--- config.mk ---
export PLATFORM = sky130hd
export DESIGN_NAME = sd_read_arbiter
export DESIGN_NICKNAME = d
export VERILOG_FILES = /design/src/rtl/sd_arb_pkg.sv /design/src/rtl/sd_watchdog.sv /design/src/rtl/sd_read_arbiter.sv
export SDC_FILE = /design/constraint.sdc
export NUM_CORES = 1
export LEC_CHECK = 0
export CAP_MARGIN = 25
export CORE_MARGIN = 2
export CORE_UTILIZATION = 45
export CTS_CLUSTER_SIZE = 25
export DETAILED_ROUTE_END_ITERATION = 7
export PLACE_DENSITY = 0.79
export SLEW_MARGIN = 15
export SYNTH_ARGS = -nofsm -noshare
export SYNTH_HDL_FRONTEND = slang
export SYNTH_SLANG_ARGS = --single-unit
--- constraint.sdc ---
create_clock -name clock -period 3.65 [get_ports clock]
set_input_delay 0.73 -clock clock [delete_from_list [all_inputs] [get_ports clock]]
set_output_delay 0.73 -clock clock [all_outputs]
set_load 0.02 [all_outputs]
--- src/rtl/sd_arb_pkg.sv ---
// Shared types for the SD read arbiter: sequencer states, requester indices and
// the round-robin pick used when both requesters ask at once.
package sd_arb_pkg;

    typedef enum logic [2:0] {
        StIdle,
        StIssue,
        StWait,
        StNext,
        StFinish
    } arb_state_e;

    localparam logic PortImage = 1'b0;
    localparam logic PortAsset = 1'b1;

    // Caller guarantees at least one request is high.
    function automatic logic rr_pick(input logic req0, input logic req1, input logic last);
        if (req0 && req1) begin
            return ~last;
        end
        return req1;
    endfunction

endpackage

--- src/rtl/sd_watchdog.sv ---
// Cycle counter that flags a hung SD read once it has been waiting too long.
// The clear input restarts the count; expire asserts on the counting cycle
// whose update brings the count to TIMEOUT-1.
module sd_watchdog #(
    parameter int unsigned TIMEOUT = 5_000_000,
    parameter int unsigned TO_W    = 24
) (
    input  logic clock,
    input  logic reset,
    input  logic clear,
    input  logic enable,
    output logic expire
);

    logic [TO_W-1:0] count_q, count_d;

    always_comb begin
        count_d = count_q;
        if (clear) begin
            count_d = '0;
        end else if (enable) begin
            count_d = count_q + TO_W'(1);
        end
    end

    always_ff @(posedge clock or negedge reset) begin
        if (!reset) begin
            count_q <= '0;
        end else begin
            count_q <= count_d;
        end
    end

    assign expire = enable && !clear && (count_d == TO_W'(TIMEOUT - 1));

endmodule

--- src/rtl/sd_read_arbiter.sv ---
// Shares one SD read controller between the image loader (port 0) and the asset
// loader (port 1): round-robin per burst, one SD read per word, watchdog abort.
module sd_read_arbiter
    import sd_arb_pkg::*;
#(
    parameter logic [31:0] ADDR_STEP = 32'd1,
    parameter int unsigned LEN_W     = 16,
    parameter int unsigned TIMEOUT   = 5_000_000,
    parameter int unsigned TO_W      = 24
) (
    input  logic             clock,
    input  logic             reset,

    input  logic             req0,
    input  logic [31:0]      addr0,
    input  logic [LEN_W-1:0] len0,
    output logic             gnt0,
    output logic             vld0,
    output logic             done0,
    output logic             err0,

    input  logic             req1,
    input  logic [31:0]      addr1,
    input  logic [LEN_W-1:0] len1,
    output logic             gnt1,
    output logic             vld1,
    output logic             done1,
    output logic             err1,

    output logic [31:0]      rdata,

    input  logic             sd_initialized,
    output logic [31:0]      sd_addr,
    output logic             sd_read_req,
    input  logic             sd_read_complete,
    input  logic [31:0]      sd_out,

    output logic             busy
);

    arb_state_e       state_q, state_d;
    logic             owner_q, owner_d;
    logic             last_q, last_d;
    logic [31:0]      cur_addr_q, cur_addr_d;
    logic [31:0]      rdata_q, rdata_d;
    logic [LEN_W-1:0] remain_q, remain_d;
    logic [1:0]       vld_q, vld_d;
    logic [1:0]       done_q, done_d;
    logic [1:0]       err_q, err_d;

    logic             grant_valid;
    logic             grant_port;
    logic [LEN_W-1:0] grant_len;
    logic [31:0]      grant_addr;

    logic             wd_clear;
    logic             wd_enable;
    logic             wd_expire;

    assign grant_valid = sd_initialized && (req0 || req1);
    assign grant_port  = rr_pick(req0, req1, last_q);
    assign grant_len   = grant_port ? len1 : len0;
    assign grant_addr  = grant_port ? addr1 : addr0;

    sd_watchdog #(
        .TIMEOUT (TIMEOUT),
        .TO_W    (TO_W)
    ) u_watchdog (
        .clock   (clock),
        .reset   (reset),
        .clear   (wd_clear),
        .enable  (wd_enable),
        .expire  (wd_expire)
    );

    always_ff @(posedge clock or negedge reset) begin
        if (!reset) begin
            state_q <= StIdle;
        end else begin
            state_q <= state_d;
        end
    end

    always_comb begin
        state_d = state_q;
        unique case (state_q)
            StIdle: begin
                if (grant_valid) begin
                    state_d = (grant_len == '0) ? StFinish : StIssue;
                end
            end
            StIssue: state_d = StWait;
            StWait: begin
                // A completion arriving on the expiry cycle still counts as a good read.
                if (sd_read_complete) begin
                    state_d = StNext;
                end else if (wd_expire) begin
                    state_d = StIdle;
                end
            end
            StNext:   state_d = (remain_q == LEN_W'(1)) ? StFinish : StIssue;
            StFinish: state_d = StIdle;
            default:  state_d = StIdle;
        endcase
    end

    always_comb begin
        busy        = (state_q != StIdle);
        gnt0        = busy && (owner_q == PortImage);
        gnt1        = busy && (owner_q == PortAsset);
        sd_addr     = cur_addr_q;
        sd_read_req = (state_q == StIssue);
        wd_clear    = (state_q == StIssue);
        wd_enable   = (state_q == StWait);
        rdata       = rdata_q;
        vld0        = vld_q[PortImage];
        vld1        = vld_q[PortAsset];
        done0       = done_q[PortImage];
        done1       = done_q[PortAsset];
        err0        = err_q[PortImage];
        err1        = err_q[PortAsset];
    end

    // Datapath: burst context and the single-cycle status pulses.
    always_comb begin
        owner_d    = owner_q;
        last_d     = last_q;
        cur_addr_d = cur_addr_q;
        remain_d   = remain_q;
        rdata_d    = rdata_q;
        vld_d      = '0;
        done_d     = '0;
        err_d      = '0;
        unique case (state_q)
            StIdle: begin
                if (grant_valid) begin
                    owner_d    = grant_port;
                    last_d     = grant_port;
                    cur_addr_d = grant_addr;
                    remain_d   = grant_len;
                end
            end
            StWait: begin
                if (sd_read_complete) begin
                    rdata_d        = sd_out;
                    vld_d[owner_q] = 1'b1;
                end else if (wd_expire) begin
                    err_d[owner_q] = 1'b1;
                end
            end
            StNext: begin
                remain_d   = remain_q - LEN_W'(1);
                cur_addr_d = cur_addr_q + ADDR_STEP;
            end
            StFinish: done_d[owner_q] = 1'b1;
            default: ;
        endcase
    end

    always_ff @(posedge clock or negedge reset) begin
        if (!reset) begin
            owner_q    <= PortImage;
            last_q     <= PortAsset;
            cur_addr_q <= '0;
            remain_q   <= '0;
            rdata_q    <= '0;
            vld_q      <= '0;
            done_q     <= '0;
            err_q      <= '0;
        end else begin
            owner_q    <= owner_d;
            last_q     <= last_d;
            cur_addr_q <= cur_addr_d;
            remain_q   <= remain_d;
            rdata_q    <= rdata_d;
            vld_q      <= vld_d;
            done_q     <= done_d;
            err_q      <= err_d;
        end
    end

endmodule

==> flow_results.org, run 1 <==
** Synthesis
- The portion of synthesized area spent on multiplexers is 0.0333.
- Of the total synthesized cell area, the portion taken by full adders, half adders and majority gates is 0.00793.
- The biggest area contributor in the post-synthesis netlist is dfrtp_1.
- Count of distinct cell types in the synthesized netlist :: 65
- Fraction of synthesized cell area in xor and xnor cells :: 0.0264
- In this run, synthesis inferred 0 flip-flops with an integrated enable.
- Dividing the synthesized area by the synthesized cell count gives 8.46 µm².
- Synthesis produced a netlist with a net count of 884.
- Ranked by instance count, the synthesized netlist is headed by nand2_1, dfrtp_1, nor2_1, clkbuf_1, nand3_1.
- Dominant combinational cell family by area after synthesis :: simple AND/OR/NAND/NOR gates
- Sequential element share of the synthesized area :: 0.456
- Of all flip-flops after synthesis, the portion carrying an async set or reset was 1.00.
- In the post-synthesis netlist, the cell with the most instances is nand2_1.
- By area the synthesized netlist is led by dfrtp_1, nand2_1, nor2_1, mux2i_1, nand3_1.
- The compound-gate portion of the synthesized area is 0.155.
- The cell area that synthesis handed to floorplanning was between 6000 and 7000 µm².
- Cells after Synth :: 746
- Simple-Gate Fraction of Synth Area :: 0.286
- Of the post-synthesis cell area, the dominant cell type holds 0.452.
- The synthesized design contains between 100 and 150 register bits.
- Yosys printed 0 warnings.
- Most used DFF post-synth :: dfrtp_1

** Hold path
- The worst hold path belongs to the class in2async.

** Route
- Dividing the detail-routed wire length by the instance count gives 15.9 µm.
- For this run, the detailed router's first-pass iteration total came to 5.
- For this block, the routed nets add up to 18100 µm of wire.
- For this block, wires on met1 add up to 7880 µm.
- After the first detailed-routing iteration, the DRC count stood at 468.
- Wire segments on met2 add up to between 8000 and 9000 µm in the final route.
- After detailed routing, the number of remaining DRC violations is 0.
- Once detail routing completed, the nets flagged for antenna violations numbered 0.
- Detail-routed via count per cell :: 5.54
- The final route contains about 6300 vias.
- Total length of routed met3 wires :: 1430 µm
- Highest metal layer with signal wires :: met4

** Setup path
- Data on the critical path arrives at its endpoint at 2480 ps.
- Type of origin of the critical path :: flop
- By startpoint and endpoint, the worst setup path is classified as reg2out.
- Req. time, crit path :: a little under 3000 ps
- Critical path endpoint category :: primary output
- In this run the worst path has a maximum fanout of 17.

** Floorplan
- Overall die area :: 15000 µm²
- The floorplan step set the die width to 122 µm.
- Number of I/O pins :: 208
- Starting Density :: 0.458
- Y dimension of the die :: about 120 µm
- Row generation in the floorplan step produced 43 rows.
- The region available for standard cell placement spans 13800 µm².

** Place
- Detailed placement finished with a half-perimeter wire length of 13100 µm.
- Number of I/O port buffers :: between 200 and 250
- Timing analysis after detailed placement gives a worst setup slack of between 600 and 700 ps.
- Summing all placed instances gives a cell area of between 8000 and 9000 µm².
- Routability-driven placement finished with a final weighted congestion of 0.916.

** Flow run
- The tool flagged a number of max-cap violations equal to 0.

** Global route
- In the global route stage, overall resource usage came out at 0.245.
- Global routing finished with a remaining overflow of 0.
- The via count of the first global-routing pass is 5813.
- First-pass GRT wire length :: 28900 µm
- Entering global routing, the biggest net connects 82 pins.
- The number of antenna violations at the first check in global routing was 0.

** Clocking
- Clk pin slew, worst setup/hold paths :: 60 ps
- Number of buffers created by CTS :: 17
- Buffer levels on the longest clock path :: 2
- In this run the post-CTS setup repair buffer count came out at 0.
- Post-CTS Hold Buffers :: 0
- Number of sinks driven by the clock tree :: around 120
- CTS tree :: done
- Clock root buffer master :: clkbuf_16
- CTS built an H-tree with a depth of 4.
- The clock reaches the later pin of the worst-skew pair after 420 ps.
- Count of instances resized after the clock tree is built :: 0

** Final layout
- After the last flow step, the layout net total stands at 1081.
- Inserted Diodes :: 0
- Area growth from synthesis to final layout :: 45.3%
- Fin util :: 0.666
- Number of fill cells :: around 1200
- In the final layout, the share of cells above drive strength 1 is 0.0701.
- Once layout is done, the placed cells without fillers occupy 9170 µm².

** STA
- F_max :: 311 MHz
- Slew of the pin with the lowest slew margin :: roughly 700 ps
- Time the worst path needs with I/O delays and setup :: 3210 ps
- The count of pins over their slew limit is 0.
- Hold Vio Cnt, Final :: 0
- Worst relative slew slack :: 0.526
- After layout, the worst setup slack is 439 ps.
- Across the routed clock network, the largest skew measured is 6.08 ps.
- Period Utilization, post-route :: 0.880
- Setup total negative slack on the finished layout was measured at 0 ps.
- Final setup vio count :: 0
- Setup repair after global routing left no endpoint under its margin.

** Power and ir drop
- Power per unit of standard cell area :: between 700 and 800 nW/µm²
- Leakage component of the power :: between 3 and 4 nW
- Across the VDD grid, the largest voltage drop is roughly 0.42 mV.

** Status
- Result of the run :: finished, final reports clean
==> cell families after synthesis <==
family                   count (synthesis)
AND/OR/NAND/NOR                        388
XOR/XNOR                                19
multiplexers                            21
flip-flops                             115
adder cells (fa/ha/maj)                  4
AO/OA/AOI/OAI                          141
buffers and inverters                   58
==> through the flow <==
step / hold WS [ps] / total power [mW] / instances
after floorplan: 434 / 3.80 / 746
after global placement: 456 / 5.08 / 1104
after detailed placement: 462 / 5.14 / 1104
after CTS: 275 / 6.87 / 1136
after global routing: 298 / 7.26 / 1136
final: 259 / 6.83 / 1136
==> per-layer routing <==
metal,global-route usage,vias up
li1,-,3077
met1,0.331,2931
met2,0.381,256
met3,0.0627,29
met4,0.0884,0
met5,0,-
==> cells in the final DEF (no fill, tap or decap), types with 9 or more instances in the layout <==
cell             synthesis  final
dfrtp_1                114    114
nor2_1                  57     55
xor2_1                   9      9
a31oi_1                 12     12
and3_1                  15     15
nand3_1                 31     31
clkdlybuf4s50_1          0    206
a21oi_1                 30     30
a311oi_1                10     10
mux2i_1                 21     21
nor4_1                  18     18
inv_1                   17     17
nor3_1                  20     20
nand2_1                188    187
xnor2_1                 10     10
buf_4                    0     12
clkbuf_16                0     17
o21ai_0                 22     22
a211oi_1                13     13
nand4_1                 22     22
==> worst max-delay path: stages, from the launching register on <==
cell	delay [ps]
dfrtp_1	520
nor3_1	650
inv_1	280
clkdlybuf4s50_1	610
==> power breakdown <==
group | switching (mW) | internal (mW)
registers | 0.472 | 1.75
logic | 1.60 | 1.32
clock network | 0.594 | 1.10
==> worst paths after layout <==
path	cells after the start	to	slack (ps)	startpoint
setup / recovery	3	busy	440	state_q[0]
hold / removal	1	remain_q[11]	260	reset
setup reg to reg	7	state_q[1]	660	state_q[0]
hold reg to reg	2	rdata[30]	470	rdata[30]
max in group asynchronous	2	rdata[30]	2600	reset
min in group clock	2	rdata[30]	470	rdata[30]
==> flip-flops by register name, summed over array words and instances (netlist names) <==
register            cells
rdata                  32
u_watchdog.count_q     24
sd_addr                32
remain_q               16
last_q                  1
err_q                   2
owner_q                 1
done_q                  2
vld_q                   2
state_q                 3
==> final cells by class <==
cell class / instances / area [µm²] / area share
Clock buffer: 19 / 453 / 0.0494
Multi-Input combinational cell: 573 / 3220 / 0.351
Timing Repair Buffer: 219 / 2170 / 0.237
Inverter: 17 / 63.8 / 0.00696
Sequential cell: 115 / 2880 / 0.314
Clock inverter: 13 / 158 / 0.0172
Tap cell: 180 / 225 / 0.0246
Power figures use the tool's default switching activity.
==> run 2, diff against run 1 <==
- GPL_ROUTABILITY_DRIVEN: unset -> 0
==> flow_results.org, run 2 (synthesis results as in run 1) <==
** STA
- Hold slack :: 383 ps (was 259 ps)
- The count of endpoints failing hold in the final timing report came to 0 (unchanged).
- The time the final worst path needs with I/O delays and setup was 3280 ps (was 3210 ps).
- Final setup vio count :: 0 (unchanged)
- F_max :: 305 MHz (was 311 MHz)
- Number of max-slew violations in the final report :: 0 (unchanged)
- Slew of the pin with the lowest slew margin :: 783 ps (was 705 ps)
- Worst Skew :: 12.7 ps (was 6.08 ps)
- The final worst setup slack came to 372 ps (was 439 ps).
- Setup repair after global routing missed its margin :: false (unchanged)
- Period Utilization, post-route :: 0.898 (was 0.880)
- Summed negative setup slack over all endpoints :: 0 ps (unchanged)
- Worst relative slew slack :: 0.478 (was 0.526)

** Hold path
- Type of the worst min-delay path :: in2async (unchanged)

** Global route
- First-pass GRT wire length :: 29700 µm (was 28900 µm)
- The via count of the first global-routing pass is 5949 (was 5813).
- Overall track demand over capacity in global routing :: 0.252 (was 0.245)
- The maximum number of pins on one net before global-route repair is 62 (was 82).
- Met2 usage in global routing :: 0.399 (was 0.381)
- The number of antenna violations at the first check in global routing is 0 (unchanged).
- The met1 usage in global routing is 0.334 (was 0.331).
- Global route overflow :: 0 (unchanged)
- GRT Max-Usage Layer :: met2 (unchanged)
- The met3 usage came to 0.0632 (was 0.0627).

** Setup path
- The endpoint type of the worst setup path is a primary output (unchanged).
- Type of origin of the critical path :: flop (unchanged)
- Worst-case reg-to-reg path depth :: 7 (unchanged)
- Worst-path cell chain :: nor3_1 > inv_1 > clkdlybuf4s50_1 (unchanged)
- Worst setup startpoint :: state_q[0] (unchanged)
- Worst setup path endpoint :: busy (unchanged)
- Critical-path cell with the highest stage delay :: nor3_1 (unchanged)
- Source of the worst register-to-register timing path :: state_q[0] (unchanged)
- The largest fanout on the critical path was 17 (unchanged).
- The endpoint of the worst-slack reg-to-reg timing path was state_q[1] (unchanged).
- The classification of the worst setup path is reg2out (unchanged).
- The largest stage delay on the critical path is 690 ps (was 650 ps).
- The required time reported for the critical path endpoint is 2920 ps (about the same).
- The register-to-register setup slack was 590 ps (was 660 ps).
- The arrival time at the worst endpoint was 2550 ps (was 2480 ps).

** Floorplan
- The die outline area came to 15000 µm² (unchanged).
- The starting density of the core was 0.458 (unchanged).
- The placement row count is 43 (unchanged).
- Die width :: 122 µm (unchanged)
- The die height was 122 µm (unchanged).
- The core region area came to 13800 µm² (unchanged).
- The count of pins on the block boundary was 208 (unchanged).

** Status
- Result of the run: finished, final reports clean (unchanged).

** Power and ir drop
- The sequential cell fraction of total power is 0.331 (was 0.325).
- The total power divided by cell area came to 741 nW/µm² (was 745 nW/µm²).
- Internal power :: 4.08 mW (was 4.17 mW)
- The fraction of power consumed by combinational cells was 0.429 (was 0.426).
- The total net switching power is 2.68 mW (was 2.66 mW).
- Switching power as a share of total power :: 0.397 (was 0.390)
- The proportion of power drawn by the clock network was 0.240 (was 0.249).
- Leakage component of the power :: 3.88 nW (was 3.91 nW)
- Peak ir drop on the vdd network :: 0.455 mV (was 0.423 mV)

** Clocking
- Buffer levels on the longest clock path :: 2 (unchanged)
- Count of instances resized after the clock tree is built :: 0 (unchanged)
- The CTS root buffer is clkbuf_16 (unchanged).
- Number of levels the H-tree was split into :: 4 (unchanged)
- The TritonCTS sink count was 115 (unchanged).
- CTS tree :: done (unchanged)
- Post-CTS repair timing setup buffer count :: 0 (unchanged)
- Clk pin slew, worst setup/hold paths :: 60 ps (about the same)
- Clock Latency Late Sink :: 420 ps (about the same)
- The cts-stage hold buffer count was 0 (unchanged).
- The total CTS buffers is 17 (unchanged).

** Final layout
- Most common cell after layout, fill and taps aside :: clkdlybuf4s50_1 (unchanged)
- Top library cells by usage in the layout, fill and taps aside: clkdlybuf4s50_1, nand2_1, dfrtp_1 (unchanged).
- The area added between synthesis and finish came to 44.5% (was 45.3%).
- Final layout net count :: 1079 (was 1081)
- Share of post-route cells with drive strength above 1 :: 0.0671 (was 0.0701)
- The number of antenna repair diodes was 0 (unchanged).

** Route
- The average via count per standard cell came to 5.64 (was 5.54).
- Vias :: 6391 (was 6293)
- The average wire length per cell after detail routing came to 16.3 µm (was 15.9 µm).
- Remaining DRCs :: 0 (unchanged)
- Drt total wl :: 18500 µm (was 18100 µm)
- The iteration count of the initial detailed-routing pass was 5 (unchanged).
- Post-route antenna net violation count :: 0 (unchanged)
- Initial detailed-routing violation count :: 421 (was 468)

** Place
- Setup slack after placement :: 628 ps (was 672 ps)
- The sum of net half-perimeters after detailed placement is 13300 µm (was 13100 µm).
- Number of I/O port buffers :: 207 (unchanged)

** Flow run
- Max-Cap Viols :: 0 (unchanged)
run 2: metal layers:
layer	vias to the layer above	wire length, µm
met5	-	0
met4	0	452
met3	35	1390
met2	263	8620
met1	3010	8040
li1	3083	-
run 2: through the flow:
step,utilization,instances,instance area (µm²),power [mW]
after global routing,0.662,1134,9120,7.19
after floorplan,-,746,6310,3.80
after global placement,0.620,1102,8540,5.06
after detailed placement,0.620,1102,8540,5.13
final,0.662,1134,9120,6.76
after CTS,0.662,1134,9120,6.78
run 2: worst min-delay path by stage:
| stage | end | depth (start not counted) | slack [ps] | from |
|---|---|---|---|---|
| 2_1_floorplan | done_q[0] | 0 | 430 | reset |
| 3_3_place_gp | rdata[18] | 2 | 460 | rdata[18] |
| 3_5_place_dp | rdata[23] | 2 | 460 | rdata[23] |
| 4_1_cts | remain_q[11] | 1 | 420 | reset |
| 5_1_grt | remain_q[10] | 1 | 460 | reset |
| 6_report | remain_q[10] | 1 | 380 | reset |
run 2: worst max-delay path, delay by kind of cell, from the launching register on:
kind / cells / cell delay, ps
buffers and inverters: 2 / 920
DFF: 1 / 530
and+or+nand+nor: 1 / 690
run 2: power by group through the flow:
stage | Combinational, mW | Sequential [mW] | Clock [mW]
detailed placement | 2.90 | 2.24 | 0
global placement | 2.84 | 2.22 | 0
CTS | 2.92 | 2.22 | 1.64
floorplan | 1.27 | 2.52 | 0
finish | 2.90 | 2.24 | 1.62
global route | 3.17 | 2.31 | 1.71
run 2: layout make-up:
type | count | area, µm²
clock buffers | 19 | 443
multi-input cells | 573 | 3220
flip-flops and latches | 115 | 2880
well taps | 180 | 225
clock inverters | 13 | 136
repair buffers | 217 | 2160
inverters | 17 | 63.8
fillers | 1184 | 4650
